$ cat src/rtl/fb_rect_writer.sv
// Rectangle-fill writer for the 8-bit colour frame buffer: clips each command to the
// screen and emits one pixel write per clock, stalling while the scan-out reader is active.
module fb_rect_writer #(
  parameter int FB_WIDTH  = 480,
  parameter int FB_HEIGHT = 360
) (
  input  logic        Clk,
  input  logic        Reset,
  input  logic        cmd_valid,
  output logic        cmd_ready,
  input  logic [9:0]  cmd_x,
  input  logic [9:0]  cmd_y,
  input  logic [9:0]  cmd_w,
  input  logic [9:0]  cmd_h,
  input  logic [7:0]  cmd_color,
  input  logic        active,
  output logic [17:0] fb_addr,
  output logic        fb_we,
  output logic [7:0]  fb_data_in,
  output logic        busy,
  output logic        done
);

  typedef enum logic [1:0] {IDLE, SETUP, WRITE, DONE} state_t;

  localparam logic [9:0]  FBW   = 10'(FB_WIDTH);
  localparam logic [9:0]  FBH   = 10'(FB_HEIGHT);
  localparam logic [17:0] FBW18 = 18'(FB_WIDTH);

  state_t      state;
  logic [9:0]  x_r, y_r, w_r, h_r;
  logic [7:0]  color_r;
  logic [9:0]  ew, eh, col, row;
  logic [17:0] row_base;

  logic [9:0]  room_x, room_y, ew_calc, eh_calc;
  logic [17:0] row_base_calc;

  // Clipped extent and first-row address; the room terms are only meaningful on-screen.
  always_comb begin
    room_x        = FBW - x_r;
    room_y        = FBH - y_r;
    ew_calc       = (x_r >= FBW) ? 10'd0 : ((w_r < room_x) ? w_r : room_x);
    eh_calc       = (y_r >= FBH) ? 10'd0 : ((h_r < room_y) ? h_r : room_y);
    row_base_calc = ({8'd0, y_r} * FBW18) + {8'd0, x_r};
  end

  always_ff @(posedge Clk) begin
    if (Reset) begin
      state      <= IDLE;
      cmd_ready  <= 1'b1;
      fb_we      <= 1'b0;
      fb_addr    <= '0;
      fb_data_in <= '0;
      busy       <= 1'b0;
      done       <= 1'b0;
      x_r        <= '0;
      y_r        <= '0;
      w_r        <= '0;
      h_r        <= '0;
      color_r    <= '0;
      ew         <= '0;
      eh         <= '0;
      col        <= '0;
      row        <= '0;
      row_base   <= '0;
    end else begin
      fb_we <= 1'b0;
      done  <= 1'b0;
      case (state)
        IDLE: begin
          if (cmd_valid && cmd_ready) begin
            x_r       <= cmd_x;
            y_r       <= cmd_y;
            w_r       <= cmd_w;
            h_r       <= cmd_h;
            color_r   <= cmd_color;
            cmd_ready <= 1'b0;
            busy      <= 1'b1;
            state     <= SETUP;
          end
        end
        SETUP: begin
          ew       <= ew_calc;
          eh       <= eh_calc;
          row_base <= row_base_calc;
          col      <= '0;
          row      <= '0;
          state    <= (ew_calc == 10'd0 || eh_calc == 10'd0) ? DONE : WRITE;
        end
        WRITE: begin
          // A stalled cycle leaves address, counters and state untouched.
          if (!active) begin
            fb_we      <= 1'b1;
            fb_addr    <= row_base + 18'(col);
            fb_data_in <= color_r;
            if (col == ew - 10'd1) begin
              col      <= '0;
              row      <= row + 10'd1;
              row_base <= row_base + FBW18;
              if (row == eh - 10'd1)
                state <= DONE;
            end else begin
              col <= col + 10'd1;
            end
          end
        end
        DONE: begin
          done      <= 1'b1;
          busy      <= 1'b0;
          cmd_ready <= 1'b1;
          state     <= IDLE;
        end
        default: state <= IDLE;
      endcase
    end
  end

endmodule

$ cat config.mk
export PLATFORM = sky130hd
export DESIGN_NAME = fb_rect_writer
export DESIGN_NICKNAME = d
export VERILOG_FILES = /design/src/rtl/fb_rect_writer.sv
export SDC_FILE = /design/constraint.sdc
export NUM_CORES = 1
export LEC_CHECK = 0
export BUFFER_PORTS_ARGS = -buffer_cell sky130_fd_sc_hd__buf_2
export CAP_MARGIN = 25
export CORE_ASPECT_RATIO = 2
export CORE_MARGIN = 8
export CORE_UTILIZATION = 55
export CTS_BUF_LIST = sky130_fd_sc_hd__clkbuf_4
export CTS_CLUSTER_SIZE = 30
export DETAILED_ROUTE_END_ITERATION = 10
export PLACE_DENSITY = 0.78
export SYNTH_ARGS = -nofsm -noshare
export SYNTH_HDL_FRONTEND = slang
export SYNTH_SLANG_ARGS = --single-unit
export TNS_END_PERCENT = 30
$ cat constraint.sdc
create_clock -name Clk -period 4.25 [get_ports Clk]
set_clock_uncertainty 0.2 [all_clocks]
set_input_delay 0.2125 -clock Clk [delete_from_list [all_inputs] [get_ports Clk]]
set_output_delay 0.2125 -clock Clk [all_outputs]
set_load 0.05 [all_outputs]
Word-level counts from Yosys, hierarchy flattened
Index checks and enable logic that the tools add are counted.

Bits in latches: 0. Memory bits (read-only): 0. Bits in registers: 138. Memories kept: 0. Word-level logic and storage cells: 81. Memory bits (writable): 0.

Bitwise gates (word level): 2. Divide/modulo/power cells: 0. Muxes and demuxes: 25. Add/sub/neg operators: 9. Shifts and indexed selects: 0. Eq/ne operators: 9. Multipliers: 1. Magnitude comparators: 4. Reduce and logical (&&, ||, !) cells: 14.

Operator list (number): 10-bit 2-to-1 mux (8); 10-bit case mux with 2 select lines (2); 18-bit by 10-bit adder with 18-bit output (2); 18-bit 2-to-1 mux (2); 18-bit case mux with 2 select lines (1); 10-bit by 1-bit adder with 10-bit output, second input constant (2); 10-bit equality test (2); 10-bit by 9-bit >= comparator with 1-bit output, second input constant (2); 10-bit zero test (2); 10-bit less-than comparator (2); 10-bit by 1-bit subtractor with 10-bit output, second input constant (2); 9-bit by 10-bit subtractor with 10-bit output, first input constant (2); 18-bit by 9-bit adder with 18-bit output, second input constant (1); 10-bit by 4-bit multiplier with 13-bit output, second input constant (1); 2-bit 2-to-1 mux (4); 2-bit inequality test, second input constant (4); 2-bit case mux with 4 select lines (1); 2-bit AND reduction (4); 1-bit 2-to-1 mux (5); 2-bit equality test, second input constant (2); 1-bit case mux with 2 select lines (2); 4-bit AND reduction (1); 2-bit nonzero test (2); 3-bit AND reduction (1); 6 further kinds (7).

Depth between registers and ports, before layout
Gate-level depths: netlist of the first run.

Depth in word-level cells: 8. Gate-level depth with buffers: 16. Depth with buffers taken out: 15.

Worst setup path after synthesis of the first run
No wires, ideal clock.

Path type: reg2reg. Start point: register y_r[3]. End point: register row_base[17]. Data required time: 3.969 ns. Cell stages (with the launch flop): 14. Slack: 0.011 ns. Arrival time: 3.958 ns. Cell sequence: dfxtp_1 > inv_1 > fa_1 > fa_1 > inv_1 > ha_1 > or2_2 > o21a_1 > o311a_1 > a211oi_1 > nand3_1 > nor3_1 > mux2_2 > a41oi_1.

Cells in the longest elaborated chain, start to end: 3.

RTL lines: from (decl) (RTL line 31) `logic [9:0] x_r, y_r, w_r, h_r;`; from (signal assigned) (RTL line 74) `y_r <= cmd_y;`; 10-bit by 4-bit multiplier with 13-bit output (RTL line 45) `row_base_calc = ({8'd0, y_r} * FBW18) + {8'd0, x_r};`; 18-bit by 10-bit adder with 18-bit output (RTL line 45); 18-bit case mux with 2 select lines (RTL line 70) `case (state)`; to (signal assigned) (RTL line 86) `row_base <= row_base_calc;`; to (signal assigned) (RTL line 100) `row_base <= row_base + FBW18;`; to (decl) (RTL line 34) `logic [17:0] row_base;`.

Every way passes these cells. A chain may end at the register's enable or synchronous reset.

Worst setup path in the final report of the first run
Start point: register y_r[2]. End point: register row_base[17].

Same word-level chain as after synthesis.

==> results of run 1 <==
per-stage QoR:
stage	hold WS, ps	utilization, %
2_1_floorplan	148	-
3_3_place_gp	237	60.3
3_5_place_dp	243	60.3
4_1_cts	34.5	65.9
5_1_grt	82.3	66.4
6_report	74.1	66.4
sequential cells by signal, summed over array words and instances, names as in the netlist:
| signal | cells |
|---|---|
| fb_addr | 18 |
| row_base | 18 |
| col | 10 |
| eh | 10 |
| ew | 10 |
| h_r | 10 |
| row | 10 |
| w_r | 10 |
| x_r | 10 |
| y_r | 10 |
| color_r | 8 |
| fb_data_in | 8 |
| state | 2 |
| busy | 1 |
| cmd_ready | 1 |
| done | 1 |
| fb_we | 1 |
area by class of cell:
| type | count | area (µm²) | share of cell area, % |
|---|---|---|---|
| diodes | 1 | 2.50 | 0.0232 |
| well taps | 204 | 255 | 2.36 |
| inverters | 71 | 270 | 2.50 |
| clock buffers | 17 | 128 | 1.18 |
| repair buffers | 168 | 1210 | 11.2 |
| flip-flops and latches | 138 | 2770 | 25.6 |
| multi-input cells | 898 | 5910 | 54.7 |
| clock inverters | 14 | 264 | 2.44 |
power breakdown:
part           internal [mW]  switching [mW]
clock                  0.647           0.517
combinational           1.16            1.79
sequential              1.48           0.219
total                   3.29            2.52
cells in the final DEF (no fill, tap or decap), types with 6 or more instances in the layout:
cell / instances
sky130_fd_sc_hd__nor2b_1: 12
sky130_fd_sc_hd__buf_2: 80
sky130_fd_sc_hd__nand3_1: 30
sky130_fd_sc_hd__dlygate4sd3_1: 50
sky130_fd_sc_hd__nand4_1: 15
sky130_fd_sc_hd__bufinv_16: 7
sky130_fd_sc_hd__clkbuf_4: 17
sky130_fd_sc_hd__o31ai_1: 7
sky130_fd_sc_hd__nor2_1: 74
sky130_fd_sc_hd__and3_1: 11
sky130_fd_sc_hd__buf_4: 37
sky130_fd_sc_hd__nand3b_1: 6
sky130_fd_sc_hd__o21ai_0: 47
sky130_fd_sc_hd__inv_1: 67
sky130_fd_sc_hd__a211oi_1: 18
sky130_fd_sc_hd__fa_1: 19
sky130_fd_sc_hd__or3_1: 10
sky130_fd_sc_hd__or2_2: 7
sky130_fd_sc_hd__ha_1: 70
sky130_fd_sc_hd__xnor2_1: 51
sky130_fd_sc_hd__nor3_1: 15
sky130_fd_sc_hd__mux2i_1: 17
sky130_fd_sc_hd__nand2_1: 193
sky130_fd_sc_hd__a21o_1: 12
sky130_fd_sc_hd__a21oi_1: 128
sky130_fd_sc_hd__dfxtp_1: 136
sky130_fd_sc_hd__xor2_1: 31
sky130_fd_sc_hd__nand2b_1: 17
sky130_fd_sc_hd__nor4_1: 12
sky130_fd_sc_hd__o211ai_1: 9
metal layers:
layer	up-vias	GRT usage [%]
met2	210	45.6
met3	98	3.94
met1	4046	21.3
met5	-	0
li1	4287	-
met4	0	16.1
critical path, stage by stage (launching register included):
cell                         delay (ps)
sky130_fd_sc_hd__dfxtp_4            390
sky130_fd_sc_hd__clkinvlp_4         130
sky130_fd_sc_hd__fa_1               470
sky130_fd_sc_hd__fa_1               520
sky130_fd_sc_hd__inv_1               40
sky130_fd_sc_hd__ha_1               290
sky130_fd_sc_hd__or2_2              310
sky130_fd_sc_hd__o21a_1             130
sky130_fd_sc_hd__o311a_1            320
sky130_fd_sc_hd__a211oi_2           300
sky130_fd_sc_hd__nand3_2            130
sky130_fd_sc_hd__nor3_2             220
sky130_fd_sc_hd__mux2_2             360
sky130_fd_sc_hd__a41oi_1            190
cells by family (layout without fill, tap and decap cells):
family | count (synthesis) | after routing | synth area share [%]
multiplexers | 18 | 18 | 2.00
AND/OR/NAND/NOR | 428 | 428 | 21.9
adder cells (fa/ha/maj) | 90 | 90 | 14.0
XOR/XNOR | 82 | 82 | 7.90
flip-flops | 138 | 138 | 30.4
buffers and inverters | 118 | 270 | 5.02
other | 0 | 1 | 0
AO/OA/AOI/OAI | 280 | 280 | 18.9
worst max path at each step:
stage	slack (ps)	depth (start not counted)	endpoint	from
floorplan	10	13	row_base[17]	y_r[3]
global placement	40	13	row_base[17]	y_r[2]
detailed placement	-90	13	row_base[17]	y_r[2]
CTS	40	13	row_base[17]	y_r[2]
global route	-90	13	row_base[17]	y_r[2]
finish	170	13	row_base[17]	y_r[2]
timing repair:
action	4_1_cts	5_1_grt
buffers inserted	0	4
gates cloned	0	0
setup endpoints to repair	1	5
hold endpoints to repair	50	0
pin swaps	0	6
hold buffers	50	0
resized for setup	2	11
==> summary.json, run 1 <==
{
  "run_status": "complete, no violations",
  "timing.max_slew.rel_slack_pct": 33.8,
  "ir_drop_v": 0.000569,
  "dr_wl_met3_um": 859,
  "clkLatencyLatePin_ps": 570,
  "synthFlopType": "sky130_fd_sc_hd__dfxtp_1",
  "synth.lib_cells_used.distinct": 65,
  "clockBufferDepth": 2,
  "cts_tree": "done",
  "timing.final.max_slew_violations": 0,
  "top_metal_used": "met4",
  "p_leak_nw": 4.55,
  "share_of_synthesized_registers_carrying_an_async_set_or_reset_pct": 0,
  "post-dp-hpwl_um": 18300,
  "final.fill_count": 1329,
  "via_count": 8641,
  "drt_iter0_drc": 344,
  "post-route-cell-area_mm2": 0.0108,
  "wl_per_cell_um": 16.1,
  "syn2layout_area_growth_pct": 18.8,
  "endpoint_worst_hold": "row_base[10]",
  "grt_start_max_net_pins": 93,
  "fin_crit_sh_pct": 96.0,
  "route.detailed.vias_per_inst": 5.72,
  "preCtsSetupSlack_ps": -89.5,
  "timing.hold.worst_path_depth": 2,
  "worstReg2RegStart": "y_r[2]",
  "grt_antenna_before_repair": 1,
  "detailroute.wirelength.met2_um": 13500,
  "synthesis.instances": 1154,
  "final-setup-viol-count": 0,
  "top_cell_type_s_share_of_synthesized_area_pct": 30.4,
  "ant_nets": 0,
  "postSynthNetCount": 1296,
  "wl_um": 24400,
  "criticalPathCategory": "reg -> reg",
  "timing_worst_slew_pin_value_ps": 993,
  "worst-path-max-fanout": 4,
  "detail_route.first_pass.iterations": 5,
  "synth.top_cells.by_area": "sky130_fd_sc_hd__dfxtp_1 (30%), sky130_fd_sc_hd__ha_1 (9.8%), sky130_fd_sc_hd__nand2_1 (8.0%)",
  "placed_cell_count": 1424,
  "floorplan.io_pins": 82,
  "synth-edff-count": 0,
  "worst_ep_arrival_time_ps": 4370,
  "cts_root_buf": "sky130_fd_sc_hd__clkbuf_4",
  "critPathRequiredTime_ps": 4540,
  "post_layout_nonfiller_instances": 1511,
  "syn_avg_cell_area_um2": 7.88,
  "cts.htree.levels": 4,
  "synthesis.area_mm2": 0.00909,
  "rsz0062_at_grt": "true",
  "layout.nets": 1436,
  "floorplan.die_area_mm2": 0.0211,
  "grt_overflow_total": 0,
  "achievable-frequency_ghz": 0.245,
  "setup.worst_path.start_class": "flop",
  "synth-seq-area-share_pct": 30.4,
  "routedLengthMet1_um": 8620,
  "placed_cell_areas_mm2": 0.00981,
  "core-area_mm2": 0.0163,
  "cts.sink_count": 138,
  "report.final.hold_viol_count": 0,
  "r2r_cells": 13,
  "post-synth-top-area-cell": "sky130_fd_sc_hd__dfxtp_1",
  "power_density_mw_per_mm2": 538,
  "grt_pass1_wl_um": 40300,
  "ys_ff_latch": 138,
  "cts_made_buffers": 17,
  "setup_total_negative_slack_ps": 0,
  "detail_route.drc_violations": 0,
  "post_route_cells_drive_above_1_share_pct": 13.6,
  "globalRouteTotalUtil_pct": 23.6,
  "initial_util_pct": 55.9,
  "drv.max_cap_violation_count": 0,
  "std_cell_rows": 66,
  "end_kind": "flop",
  "r2r_setup_slack_ps": 170,
  "first_global_vias": 8800,
  "portBuffers": 81,
  "worstHoldStart": "Reset",
  "gpl.final_weighted_congestion": 0.892,
  "timing.rr.end": "row_base[17]",
  "timing.final.ws_setup_ps": 168,
  "clk_transition_reported_paths_ps": 130,
  "post-layout-total-power_mw": 5.82,
  "die-width_um": 107,
  "synth_warnings": 0,
  "synth_most_common_cell": "sky130_fd_sc_hd__nand2_1",
  "floorplan.die.height_um": 198,
  "hold_class": "in -> reg",
  "most_used_standard_cells_in_the_synthesized_netlist": "sky130_fd_sc_hd__nand2_1 (193), sky130_fd_sc_hd__dfxtp_1 (138), sky130_fd_sc_hd__a21oi_1 (130)",
  "period_minus_slack_ps": 4080
}
No activity file was read; power rests on OpenSTA's default activity.
==> run 2: changes to the inputs <==
Settings changed: PLACE_DENSITY 0.78 to 0.82.
==> summary.json, run 2 (synthesis gave the netlist of run 1 again) <==
{
  "combinational_power_share_pct": 53.2,
  "hold_class": "in -> reg",
  "post-dp-hpwl_um": 18000,
  "grt_antenna_before_repair": 1,
  "timing.final.max_slew_violations": 0,
  "cts_made_buffers": 17,
  "die-width_um": 107,
  "timing_worst_slew_pin_value_ps": 951,
  "clockBufferDepth": 2,
  "grt_overflow_total": 0,
  "detail_route.first_pass.iterations": 5,
  "floorplan.io_pins": 82,
  "floorplan.die.height_um": 198,
  "critPathRequiredTime_ps": 4560,
  "grt_start_max_net_pins": 92,
  "cts.htree.levels": 4,
  "route.detailed.vias_per_inst": 5.81,
  "top_regs": "fb_addr: 18 flops, row_base: 18 flops",
  "ant_nets": 0,
  "cts_root_buf": "sky130_fd_sc_hd__clkbuf_4",
  "critical_path_startpoint": "y_r[3]",
  "worstReg2RegStart": "y_r[3]",
  "wl_per_cell_um": 16.6,
  "power_density_mw_per_mm2": 523,
  "clock_network_fraction_of_design_power_pct": 16.3,
  "timing.max_slew.rel_slack_pct": 36.6,
  "fin_crit_sh_pct": 97.1,
  "wl_um": 25000,
  "globalRouteTotalUtil_pct": 23.9,
  "period_minus_slack_ps": 4130,
  "floorplan.die_area_mm2": 0.0211,
  "initial_util_pct": 55.9,
  "grt_pass1_wl_um": 40700,
  "cts.sink_count": 138,
  "power_report.internal_total_mw": 3.03,
  "r2r_setup_slack_ps": 120,
  "final_common_cell": "sky130_fd_sc_hd__nand2_1",
  "layout.nets": 1429,
  "p_leak_nw": 4.48,
  "std_cell_rows": 66,
  "via_count": 8744,
  "portBuffers": 81,
  "run_status": "complete, no violations",
  "setup_total_negative_slack_ps": 0,
  "swShare_pct": 45.6,
  "clkLatencyLatePin_ps": 590,
  "setup.worst_path.start_class": "flop",
  "final_core_utilization_pct": 65.6,
  "drt_iter0_drc": 516,
  "syn2layout_area_growth_pct": 17.4,
  "worst_ep_arrival_time_ps": 4430,
  "end_kind": "flop",
  "clk_transition_reported_paths_ps": 140,
  "gpl.final_weighted_congestion": 0.930,
  "sequentialPowerShare_pct": 30.5,
  "final-setup-viol-count": 0,
  "core-area_mm2": 0.0163,
  "report.final.hold_viol_count": 0,
  "rsz0062_at_grt": "true",
  "crit_path_end": "row_base[17]",
  "post_route_cells_drive_above_1_share_pct": 13.3,
  "worst-path-max-fanout": 5,
  "detail_route.drc_violations": 0,
  "cts_tree": "done",
  "first_global_vias": 8817,
  "final.fill_count": 1349,
  "achievable-frequency_ghz": 0.242,
  "timing.rr.end": "row_base[17]",
  "drv.max_cap_violation_count": 0,
  "r2r_cells": 13,
  "ir_drop_v": 0.000469,
  "total_switching_power_mw": 2.55,
  "layout.cells.most_common_list": "sky130_fd_sc_hd__nand2_1 (193), sky130_fd_sc_hd__dfxtp_1 (135), sky130_fd_sc_hd__a21oi_1 (128)",
  "criticalPathCategory": "reg -> reg"
}
## run 2: changes by cell type in the layout (fill, tap and decap cells not counted), sizes merged
| cell | change |
|---|---|
| clkinv | +5 |
| clkinvlp | +1 |
| bufinv | -4 |
| buf | -7 |
| inv | -2 |
## run 2: worst min path at each step
| stage | startpoint | cells after the start | end | slack (ps) |
|---|---|---|---|---|
| after floorplan | cmd_color[0] | 2 | color_r[0] | 150 |
| after global placement | fb_addr[4] | 2 | fb_addr[4] | 240 |
| after detailed placement | fb_addr[2] | 2 | fb_addr[2] | 240 |
| after CTS | Reset | 2 | row_base[10] | 40 |
| after global routing | Reset | 2 | eh[0] | 80 |
| final | Reset | 2 | eh[8] | 60 |
## run 2: layout make-up
class                   instances  area (µm²)  share of cell area [%]
multi-input cells             898        5940                    55.7
flip-flops and latches        138        2770                    25.9
repair buffers                161        1150                    10.8
inverters                      71         267                    2.50
well taps                     204         255                    2.39
clock inverters                14         155                    1.45
clock buffers                  17         128                    1.20
diodes                          1        2.50                  0.0235
## run 2: repair_timing
item	in CTS	in global routing
hold buffers	50	0
cloned	0	0
gates resized for setup	4	15
hold endpoints to repair	50	0
setup endpoints to repair	1	3
setup buffers	0	1
pin swaps	0	5
## run 2: power by group through the flow
| stage | registers, mW | logic [mW] | clock network [mW] |
|---|---|---|---|
| after floorplan | 1.77 | 2.06 | 0 |
| after global routing | 1.73 | 3.30 | 0.973 |
| after detailed placement | 1.72 | 2.82 | 0 |
| final | 1.70 | 2.97 | 0.910 |
| after CTS | 1.69 | 2.88 | 0.917 |
| after global placement | 1.71 | 2.74 | 0 |
## run 2: per-layer routing
layer  up-vias  track usage, %  wire length [µm]  share of wire [%]
li1       4259               -                 -                  -
met1      4073            21.2              8660                 35
met2       292            45.8             13700                 55
met3       120            4.43               996                4.0
met4         0            18.0              1600                6.4
met5         -               0                 0                  0
## run 2: critical path, cell delays in order (launching register included)
cell,delay (ps)
sky130_fd_sc_hd__dfxtp_1,340
sky130_fd_sc_hd__inv_1,170
sky130_fd_sc_hd__fa_1,470
sky130_fd_sc_hd__fa_1,520
sky130_fd_sc_hd__inv_1,40
sky130_fd_sc_hd__ha_1,230
sky130_fd_sc_hd__or2_2,320
sky130_fd_sc_hd__o21a_1,200
sky130_fd_sc_hd__o311a_1,370
sky130_fd_sc_hd__a211oi_2,290
sky130_fd_sc_hd__nand3_2,150
sky130_fd_sc_hd__nor3_4,230
sky130_fd_sc_hd__mux2_4,330
sky130_fd_sc_hd__a41oi_2,190
## run 2: metrics by stage
step	worst slack [ps]	total power, mW	hold slack (ps)	cells	cell area [µm²]
finish	123	5.58	59.2	1504	10700
CTS	43.3	5.49	38.8	1501	10600
global placement	73.3	4.45	237	1420	9780
detailed placement	-112	4.54	242	1420	9780
global route	-35.4	6.00	76.3	1504	10700
floorplan	11.4	3.83	148	1154	9090
